$ cat src/rtl/md5_search_pkg.sv
// Shared state encoding and lane-vector helpers for the MD5 search scheduler.
package md5_search_pkg;

    localparam int MAX_LANES = 16;

    localparam logic [4:0] ST_IDLE   = 5'b00001;
    localparam logic [4:0] ST_RUN    = 5'b00010;
    localparam logic [4:0] ST_PAUSED = 5'b00100;
    localparam logic [4:0] ST_DRAIN  = 5'b01000;
    localparam logic [4:0] ST_DONE   = 5'b10000;

    function automatic logic [4:0] popcount_lanes(input logic [MAX_LANES-1:0] m);
        logic [4:0] c;
        c = '0;
        for (int i = 0; i < MAX_LANES; i++) c = c + {4'd0, m[i]};
        return c;
    endfunction

    // Returns {hit, index} of the lowest set bit.
    function automatic logic [4:0] first_lane(input logic [MAX_LANES-1:0] m);
        logic [4:0] r;
        r = '0;
        for (int i = MAX_LANES - 1; i >= 0; i--) if (m[i]) r = {1'b1, 4'(i)};
        return r;
    endfunction

endpackage

$ cat src/rtl/search_tag_delay.sv
// Tag delay line mirroring the pipeline latency: carries {mask, base} of each issue.
module search_tag_delay #(
    parameter int LANES  = 2,
    parameter int CAND_W = 32,
    parameter int DEPTH  = 64
) (
    input  logic              clk_i,
    input  logic              rst_i,
    input  logic              clr_i,
    input  logic [LANES-1:0]  mask_i,
    input  logic [CAND_W-1:0] base_i,
    output logic [LANES-1:0]  mask_o,
    output logic [CAND_W-1:0] base_o
);

    logic [LANES-1:0]  mask_q [DEPTH];
    logic [CAND_W-1:0] base_q [DEPTH];

    // Only the valid field is reset; stale bases are harmless behind a zero mask.
    always_ff @(posedge clk_i or posedge rst_i) begin
        if (rst_i) begin
            for (int i = 0; i < DEPTH; i++) mask_q[i] <= '0;
        end else begin
            mask_q[0] <= clr_i ? '0 : mask_i;
            for (int i = 1; i < DEPTH; i++) mask_q[i] <= clr_i ? '0 : mask_q[i-1];
        end
    end

    always_ff @(posedge clk_i) begin
        base_q[0] <= base_i;
        for (int i = 1; i < DEPTH; i++) base_q[i] <= base_q[i-1];
    end

    assign mask_o = mask_q[DEPTH-1];
    assign base_o = base_q[DEPTH-1];

endmodule

$ cat src/rtl/md5_search_scheduler.sv
// Issues candidate groups to LANES MD5 pipelines over an inclusive range and resolves matches.
module md5_search_scheduler
    import md5_search_pkg::*;
#(
    parameter int LANES        = 2,
    parameter int LANE_BITS    = (LANES > 1) ? $clog2(LANES) : 1,
    parameter int CAND_W       = 32,
    parameter int PIPE_LATENCY = 64
) (
    input  logic              clk_i,
    input  logic              reset_i,
    input  logic              enable_i,
    input  logic              pause_i,
    input  logic [CAND_W-1:0] range_start_i,
    input  logic [CAND_W-1:0] range_end_i,
    input  logic [LANES-1:0]  lane_found_i,
    output logic [CAND_W-1:0] cand_base_o,
    output logic [LANES-1:0]  cand_mask_o,
    output logic              busy_o,
    output logic              paused_o,
    output logic              done_o,
    output logic              found_o,
    output logic [CAND_W-1:0] found_value_o,
    output logic              range_error_o,
    output logic [CAND_W:0]   tested_count_o
);

    localparam int CNT_W = $clog2(PIPE_LATENCY + 1);

    logic [4:0]           state_q, state_d;
    logic [CAND_W-1:0]    base_q, base_d, end_q, end_d, fval_q, fval_d;
    logic                 found_q, found_d, rerr_q, rerr_d;
    logic [CAND_W:0]      tested_q, tested_d;
    logic [CNT_W-1:0]     infl_q, infl_d, infl_nxt;
    logic [LANES-1:0]     grp_mask, issue_mask, ret_mask, qual, keep;
    logic [CAND_W-1:0]    ret_base;
    logic [MAX_LANES-1:0] qual_x, cnt_x;
    logic [4:0]           fl;
    logic [LANE_BITS-1:0] hit_lane;
    logic                 busy, last_grp, match, issue, go_idle, dly_clr;

    assign busy = (state_q == ST_RUN) || (state_q == ST_PAUSED) || (state_q == ST_DRAIN);

    // Range comparisons are done one bit wider so a range ending at all-ones terminates.
    always_comb begin
        for (int i = 0; i < LANES; i++)
            grp_mask[i] = ({1'b0, base_q} + (CAND_W+1)'(i)) <= {1'b0, end_q};
    end
    assign last_grp = ({1'b0, base_q} + (CAND_W+1)'(LANES - 1)) >= {1'b0, end_q};

    assign qual = lane_found_i & ret_mask;
    always_comb begin
        qual_x = '0;
        qual_x[LANES-1:0] = qual;
    end
    assign fl       = first_lane(qual_x);
    assign hit_lane = LANE_BITS'(fl[3:0]);
    assign match    = busy && enable_i && fl[4];

    // On the match cycle only lanes up to and including the winner are retired.
    always_comb begin
        for (int i = 0; i < LANES; i++)
            keep[i] = !match || (LANE_BITS'(i) <= hit_lane);
        cnt_x = '0;
        cnt_x[LANES-1:0] = ret_mask & keep;
    end

    assign issue      = (state_q == ST_RUN) && enable_i && !pause_i && !match;
    assign issue_mask = issue ? grp_mask : '0;
    assign infl_nxt   = infl_q + CNT_W'(|issue_mask) - CNT_W'(|ret_mask);

    always_comb begin
        state_d  = state_q;
        base_d   = base_q;
        end_d    = end_q;
        fval_d   = fval_q;
        found_d  = found_q;
        rerr_d   = rerr_q;
        infl_d   = infl_nxt;
        tested_d = busy ? tested_q + (CAND_W+1)'(popcount_lanes(cnt_x)) : tested_q;
        go_idle  = 1'b0;
        case (state_q)
            ST_IDLE: if (enable_i) begin
                end_d  = range_end_i;
                base_d = range_start_i;
                if (range_start_i > range_end_i) begin
                    state_d = ST_DONE;
                    rerr_d  = 1'b1;
                end else begin
                    state_d = ST_RUN;
                end
            end
            ST_RUN, ST_PAUSED, ST_DRAIN: begin
                if (!enable_i) begin
                    go_idle = 1'b1;
                end else if (match) begin
                    state_d = ST_DONE;
                    found_d = 1'b1;
                    fval_d  = ret_base + CAND_W'(hit_lane);
                end else if (state_q == ST_RUN) begin
                    if (pause_i)       state_d = ST_PAUSED;
                    else if (last_grp) state_d = ST_DRAIN;
                    else               base_d  = base_q + CAND_W'(LANES);
                end else if (state_q == ST_PAUSED) begin
                    if (!pause_i) state_d = ST_RUN;
                end else if (infl_nxt == '0) begin
                    state_d = ST_DONE;
                end
            end
            ST_DONE: if (!enable_i) go_idle = 1'b1;
            default: go_idle = 1'b1;
        endcase
        if (go_idle) begin
            state_d  = ST_IDLE;
            base_d   = '0;
            end_d    = '0;
            fval_d   = '0;
            found_d  = 1'b0;
            rerr_d   = 1'b0;
            tested_d = '0;
            infl_d   = '0;
        end
    end

    assign dly_clr = go_idle;

    search_tag_delay #(
        .LANES  (LANES),
        .CAND_W (CAND_W),
        .DEPTH  (PIPE_LATENCY)
    ) u_tag_delay (
        .clk_i  (clk_i),
        .rst_i  (reset_i),
        .clr_i  (dly_clr),
        .mask_i (issue_mask),
        .base_i (base_q),
        .mask_o (ret_mask),
        .base_o (ret_base)
    );

    always_ff @(posedge clk_i or posedge reset_i) begin
        if (reset_i) begin
            state_q  <= ST_IDLE;
            base_q   <= '0;
            end_q    <= '0;
            fval_q   <= '0;
            found_q  <= 1'b0;
            rerr_q   <= 1'b0;
            tested_q <= '0;
            infl_q   <= '0;
        end else begin
            state_q  <= state_d;
            base_q   <= base_d;
            end_q    <= end_d;
            fval_q   <= fval_d;
            found_q  <= found_d;
            rerr_q   <= rerr_d;
            tested_q <= tested_d;
            infl_q   <= infl_d;
        end
    end

    assign cand_base_o    = base_q;
    assign cand_mask_o    = issue_mask;
    assign busy_o         = busy;
    assign paused_o       = (state_q == ST_PAUSED);
    assign done_o         = (state_q == ST_DONE);
    assign found_o        = found_q;
    assign found_value_o  = fval_q;
    assign range_error_o  = rerr_q;
    assign tested_count_o = tested_q;

endmodule

$ cat config.mk
export PLATFORM = sky130hd
export DESIGN_NAME = md5_search_scheduler
export DESIGN_NICKNAME = d
export VERILOG_FILES = /design/src/rtl/md5_search_pkg.sv /design/src/rtl/search_tag_delay.sv /design/src/rtl/md5_search_scheduler.sv
export SDC_FILE = /design/constraint.sdc
export NUM_CORES = 2
export LEC_CHECK = 0
export ABC_AREA = 1
export BUFFER_PORTS_ARGS = -buffer_cell sky130_fd_sc_hd__buf_4
export CAP_MARGIN = 20
export CORE_ASPECT_RATIO = 0.5
export CORE_MARGIN = 1
export CORE_UTILIZATION = 59
export DETAILED_ROUTE_END_ITERATION = 12
export GPL_TIMING_DRIVEN = 1
export PLACE_DENSITY = 0.84
export RECOVER_POWER = 100
export SLEW_MARGIN = 20
export SYNTH_ARGS = -nofsm -noshare
export SYNTH_HDL_FRONTEND = slang
export SYNTH_HIERARCHICAL = 1
export SYNTH_SLANG_ARGS = --single-unit
$ cat constraint.sdc
create_clock -name clk_i -period 6.3 [get_ports clk_i]
set_input_delay 0.945 -clock clk_i [delete_from_list [all_inputs] [get_ports clk_i]]
set_output_delay 0.945 -clock clk_i [all_outputs]
set_load 0.01 [all_outputs]
# After elaboration in Yosys (flattened, before gate mapping)
# Memory sizes are Yosys's and may differ from the RTL's.
# Cells that the tools add are included.
[classes]
n_mux = 107
bitwise_logic = 2
n_lt_le_gt_ge = 6
add_sub_neg = 7
reduce_logical = 28
n_eq_ne = 14
[op_table]
columns = ["op", "n"]
rows = [
  ["2-to-1 mux 32 bit", 14],
  ["2-to-1 mux 2 bit", 65],
  ["2-to-1 mux 33 bit", 2],
  ["2-to-1 mux 5 bit", 13],
  ["one-hot mux 32 bit (2 select lines)", 1],
  ["adder 32 x 1 -> 33 bit, second input constant", 1],
  ["adder 33 x 2 -> 33 bit", 1],
  ["greater-or-equal comparator 33 x 32 -> 1 bit", 1],
  ["<= comparator 33 x 32 -> 1 bit", 1],
  ["adder 32 x 1 -> 32 bit", 1],
  ["adder 32 x 2 -> 32 bit, second input constant", 1],
  ["greater-than comparator 32 bit", 1],
  ["<= comparator 32 bit", 1],
  ["!= test 3 x 2 -> 1 bit, second input constant", 6],
  ["!= test 6 x 5 -> 1 bit, second input constant", 3],
  ["nonzero test 2 bit", 6],
  ["one-hot mux 5 bit (2 select lines)", 1],
  ["2-to-1 mux 1 bit", 9],
  ["adder 7 x 1 -> 7 bit", 1],
  ["zero test 7 bit", 1],
  ["2-to-1 mux 7 bit", 1],
  ["AND reduction 7 bit", 1],
  ["subtractor 7 x 1 -> 7 bit", 1],
  ["AND reduction 3 bit", 2],
  ["18 further kinds", 29],
]
[word_totals]
regBits = 271
word_cells = 237
in_bits = 70
n_memories = 1
out_inout_bits = 104
ramBits = 2048
[memory_table]
columns = ["memory", "words", "width", "read_ports", "rd_ports_with_merged_regs", "write_ports", "line_no", "source"]
rows = [
  ["u_tag_delay.base_q", 64, 32, 64, 0, 64, "search_tag_delay.sv:17", "logic [CAND_W-1:0] base_q [DEPTH];"],
]

# Longest topological paths before layout
[logic_depth]
ltp_word = 19
mapped_depth = 34
depth_no_buf = 34

# Modules after synthesis
# The synthesis kept the hierarchy.
[by_module_without_submodules]
columns = ["module", "seq_area_each_um2", "cells_per_inst", "n_inst", "area_per_inst_um2"]
rows = [
  ["search_tag_delay", 44202.4, 2481, 1, 45576.2],
  ["md5_search_scheduler", 3579.7, 1582, 1, 11347.1],
]

# Worst setup path before layout
# Ideal clock, no wire load.
[synth_timing]
path_kind = "register -> register"
start = "reg base_q[0], in the netlist cand_base_o[0]"
end = "reg state_q[1]"
path_buffers = 0
required_ns = 6.222
slack_ns = 1.348
setup_ns = 0.078
period_less_slack_ns = 4.952
stages_incl_launch_ff = 30
arrival_ns = 4.875
path_cell_list = "dfrtp_1 ha_1 inv_1 nor2_2 nand3_4 or3_1 nor3_1 xor2_1 ha_1 a21o_1 a21oi_1 o211ai_1 nor2_2 nand2_1 a21oi_1 nor2_1 ha_1 inv_1 ha_1 inv_1 fa_1 nand2_1 nor2_1 nand3_1 nor2_1 nand2_1 nor2_1 nor2_1 nor2_1 a21boi_1"
[synth_via]
elab_chain_len = 9
elab_cells_between_ends = 12
cone_classes = "add/sub (3); order compare (3); eq/ne (2); mux (1); reduce/logical (3)"
[synth_rtl]
columns = ["item", "line_no", "source"]
rows = [
  ["start, declared", "md5_search_scheduler.sv:31", "logic [CAND_W-1:0] base_q, base_d, end_q, end_d, fval_q, fval_d;"],
  ["start signal, assigned", "md5_search_scheduler.sv:153", "base_q <= base_d;"],
  ["adder 32 x 1 -> 33 bit", "md5_search_scheduler.sv:47", "grp_mask[i] = ({1'b0, base_q} + (CAND_W+1)'(i)) <= {1'b0, end_q};"],
  ["<= comparator 33 x 32 -> 1 bit", "md5_search_scheduler.sv:47", ""],
  ["2-to-1 mux 2 bit", "md5_search_scheduler.sv:69", "assign issue_mask = issue ? grp_mask : '0;"],
  ["named net cand_mask_o[1]", "md5_search_scheduler.sv:18", "output logic [LANES-1:0] cand_mask_o,"],
  ["OR reduction 2 bit", "md5_search_scheduler.sv:70", "assign infl_nxt = infl_q + CNT_W'(|issue_mask) - CNT_W'(|ret_mask);"],
  ["adder 7 x 1 -> 7 bit", "md5_search_scheduler.sv:70", ""],
  ["subtractor 7 x 1 -> 7 bit", "md5_search_scheduler.sv:70", ""],
  ["zero test 7 bit", "md5_search_scheduler.sv:106", "end else if (infl_nxt == '0) begin"],
  ["!= test 6 x 5 -> 1 bit (no line)", "--", ""],
  ["AND reduction 6 bit (no line)", "--", ""],
  ["end signal, assigned", "md5_search_scheduler.sv:152", "state_q <= state_d;"],
  ["end, declared", "md5_search_scheduler.sv:30", "logic [4:0] state_q, state_d;"],
]
# The timed path passes the listed nets, and every way through them passes these cells.
# A chain may end at the register's enable or synchronous reset.

# Worst setup path in the final report
[layout_timing]
start = "reg state_q[0]"
end = "reg u_tag_delay/mask_q[97] (netlist bit)"
[layout_via]
elab_chain_len = 4
elab_cells_between_ends = 8
cone_classes = "eq/ne (5); mux (2); reduce/logical (1)"
[layout_rtl]
columns = ["item", "line_no", "source"]
rows = [
  ["== test 5 x 3 -> 1 bit (tied with other cells)", "md5_search_scheduler.sv:82", "case (state_q)"],
  ["OR reduction 4 bit (no line)", "--", ""],
  ["one-hot mux 1 bit (2 select lines) (*)", "md5_search_scheduler.sv:82", ""],
  ["2-to-1 mux 2 bit (*)", "search_tag_delay.sv:25", "for (int i = 1; i < DEPTH; i++) mask_q[i] <= clr_i ? '0 : mask_q[i-1];"],
  ["end, declared", "search_tag_delay.sv:16", "logic [LANES-1:0] mask_q [DEPTH];"],
]
# Mark *: on every way between the ends. The rest lies on a longest branch, timed or not.

==> metrics.yaml <==
timing:
  max_clock_freq_ghz: 0.1654
  finalHoldViolations: 0
  period_minus_slack_ns: 6.047
  setup_viol: 0
  setup_tns_ns: 0
  period_share_pct: 95.99
  clock_skew_ns: 0.04318
  rsz0062_at_grt: "no"
  slew_headroom_pct: -201.8
  drv_slew: 509
  worst_pin_slew_ns: 4.502
layout:
  area_delta_synth_final_pct: 13.35
  multi_input_area_um2: 7267
  mostFrequentLayoutCell: "dfxtp_1"
  drive_gt1_share_pct: 8.235
  final_cells: 5741
  seqCellArea_um2: 47780
  finalNetCount: 4511
  num-fill-cells: 6007
  final_cell_mix: "2048 x dfxtp_1, 393 x nand2_1, 325 x inv_1"
global_route:
  grt_first_pass_wirelength_um: 185400
  grt_pass1_vias: 30650
  grt-ovfl-total: 0
  antenna_found_initial: 6
  grt_use_total_pct: 25.38
  grt_start_max_net_pins: 91
clock_network:
  cts_root_buffer: "clkbuf_16"
  clkLatencyLatePin_ns: 0.79
  cts_sinks: 2319
  cts.repair.resized: 0
  ctsHtreeMaxLevel: 4
  cts_hold_buffers: 0
  cts.path.max_buffers: 3
  clk_transition_reported_paths_ns: 0.08
  cts_buffers: 166
  postCtsSetupRepairBufs: 0
  cts_tree: "done"
routing:
  wl_met3_um: 5832
  met1_length_um: 48530
  drcViolationCount: 0
  dr_wl_met2_um: 62950
  drtAntennaViolNets: 0
  wl_per_cell_um: 21.27
  top_layer: "met5"
  dr.pass1.iters: 9
  drtIter0Drc: 1984
  via_count: 28200
  finalWirelength_um: 122100
  via_per_inst: 4.912
synth:
  syn-cell-area_um2: 56920
  synth_top_area_cell: "dfxtp_1"
  ys_ff_latch: 2319
  syn_nets: 4243
  syn_avg_cell_area_um2: 14.01
  synth_cell_types: 52
  synth_compound_area_share_pct: 2.304
  synth_area_leaders: "dfxtp_1 72%, dfrtp_1 12%, nand2_1 2.6%"
  synth_flop_cell: "dfxtp_1"
  synthArstFlopShare_pct: 11.69
  synth-simple-area-share_pct: 6.788
  synth.area.mux_share_pct: 0
  yosysWarnings: 6
  synthCells: 4063
  synth_xor_area_share_pct: 1.262
  synthAdderAreaFrac_pct: 2.444
  synth_top_area_share_pct: 72.03
  synth-seq-area-share_pct: 83.94
  synth_top_family_by_area: "simple AND/OR/NAND/NOR gates"
  synth_edf_count: 0
run_status:
  violations: "capacitance limit, slew limit"
  run_status: "complete, but fails checks"
setup_path:
  start_kind: "register"
  path_class: "register to register"
  arrival_ns: 6.62
  crit_required_ns: 6.87
  critical_path.max_fanout: 90
  end_kind: "register"
floorplan:
  fp.dieH_um: 221.6
  rows: 80
  coreArea_um2: 95490
  die_w_um: 441.3
  start_util_pct: 59.61
  io_pins: 174
  die_area_um2: 97800
min_path:
  hp-class: "register to register"
pwr:
  p_per_area_nw_per_um2: 528.3
  ir_drop_v: 0.0003432
  leakagePower_nw: 27.81
placement:
  routabilityCongestion: 0.8423
  io_buffers: 173
  dp_hpwl_um: 67410
  place_inst: 5434
job:
  drv_cap: 10
==> flip-flops by register name, summed over array words and instances (netlist names), 2 cells and up <==
name and cells:
cand_base_o 32, end_q 32, found_value_o 32, infl_q 7, state_q 5, tested_count_o 33, u_tag_delay/base_q 2048, u_tag_delay/mask_o 2
u_tag_delay/mask_q 126
==> final cells by class <==
type	instances	area share (%)
Sequential cell	2319	74.05
Multi-Input combinational cell	1327	11.26
Clock buffer	245	7.592
Tap cell	1271	2.465
Inverter	330	1.924
Timing Repair Buffer	187	1.538
Clock inverter	61	1.163
Antenna cell	1	0.003878
==> layer usage <==
layer  vias up  GRT usage, %
met4         2         11.28
met2       954         44.94
met1     13700         30.13
met5         -             0
met3       306         4.494
li1      13240             -
==> metrics by stage <==
stage | setup WS (ns) | utilization, % | hold slack [ns] | instance area, um^2 | power (mW)
6_report | 0.2528 | 67.57 | 0.2907 | 64520 | 34.09
5_1_grt | 0.06226 | 67.57 | 0.3005 | 64520 | 35.49
4_1_cts | 0.4907 | 68.06 | 0.2965 | 65000 | 34.45
3_5_place_dp | 0.5533 | 62.15 | 0.3121 | 59350 | 23.00
3_3_place_gp | 0.6227 | 62.11 | 0.3095 | 59310 | 22.48
2_1_floorplan | 1.348 | - | 0.3096 | 56920 | 21.36
==> worst max-delay path: stages, from the launching register on <==
cell and delay [ns]:
dfstp_1 0.53, nor2_1 0.08, nand4_1 0.18, nand3_2 0.45
inv_1 0.69, nand3_1 0.39, nand2_1 0.40, clkbuf_2 1.56
clkbuf_2 1.23, nor2_1 0.26
==> power breakdown <==
group | switching [mW] | total [mW] | internal [mW]
Clock | 5.33 | 11.2 | 5.87
Combinational | 2.10 | 2.87 | 0.772
Sequential | 1.56 | 20.0 | 18.5
==> logic make-up (layout without fill, tap and decap cells) <==
family | Yosys count | count (layout)
adder cells (fa/ha/maj) | 110 | 110
XOR/XNOR | 82 | 82
buffers and inverters | 417 | 823
AND/OR/NAND/NOR | 905 | 905
other | 0 | 1
flip-flops | 2319 | 2319
AO/OA/AOI/OAI | 230 | 230
==> cells in the mapped netlist (4+ instances only) <==
| library cell | instances |
|---|---|
| nor2_1 | 284 |
| a21oi_1 | 77 |
| o21a_1 | 6 |
| ha_1 | 108 |
| buf_6 | 16 |
| dfxtp_1 | 2048 |
| nor2_2 | 4 |
| inv_1 | 324 |
| dfrtp_1 | 270 |
| nor3_1 | 46 |
| buf_2 | 16 |
| nand3_1 | 98 |
| clkbuf_1 | 11 |
| nand3_2 | 5 |
| nand4_1 | 38 |
| nand2_1 | 392 |
| o21ai_0 | 71 |
| and3_1 | 6 |
| nor4_1 | 10 |
| o22ai_1 | 32 |
| inv_2 | 4 |
| o31ai_1 | 11 |
| o21ai_1 | 11 |
| xor2_1 | 65 |
| buf_4 | 40 |
| xnor2_1 | 17 |
| a21o_1 | 4 |
==> final timing paths <==
kind	from	end	slack [ns]	cells past startpoint
worst min-delay path	u_tag_delay/base_q[0][2]	u_tag_delay/base_q[0][34]	0.29	0
min in group asynchronous	reset_i	u_tag_delay/mask_o[1]	0.91	2
max in group asynchronous	reset_i	found_value_o[2]	1.68	3
worst min register to register	u_tag_delay/base_q[0][2]	u_tag_delay/base_q[0][34]	0.29	0
worst max register to register	state_q[0]	u_tag_delay/mask_q[97]	0.25	9
worst max-delay path	state_q[0]	u_tag_delay/mask_q[97]	0.25	9
Note: power is estimated with default switching activity, not from simulation.
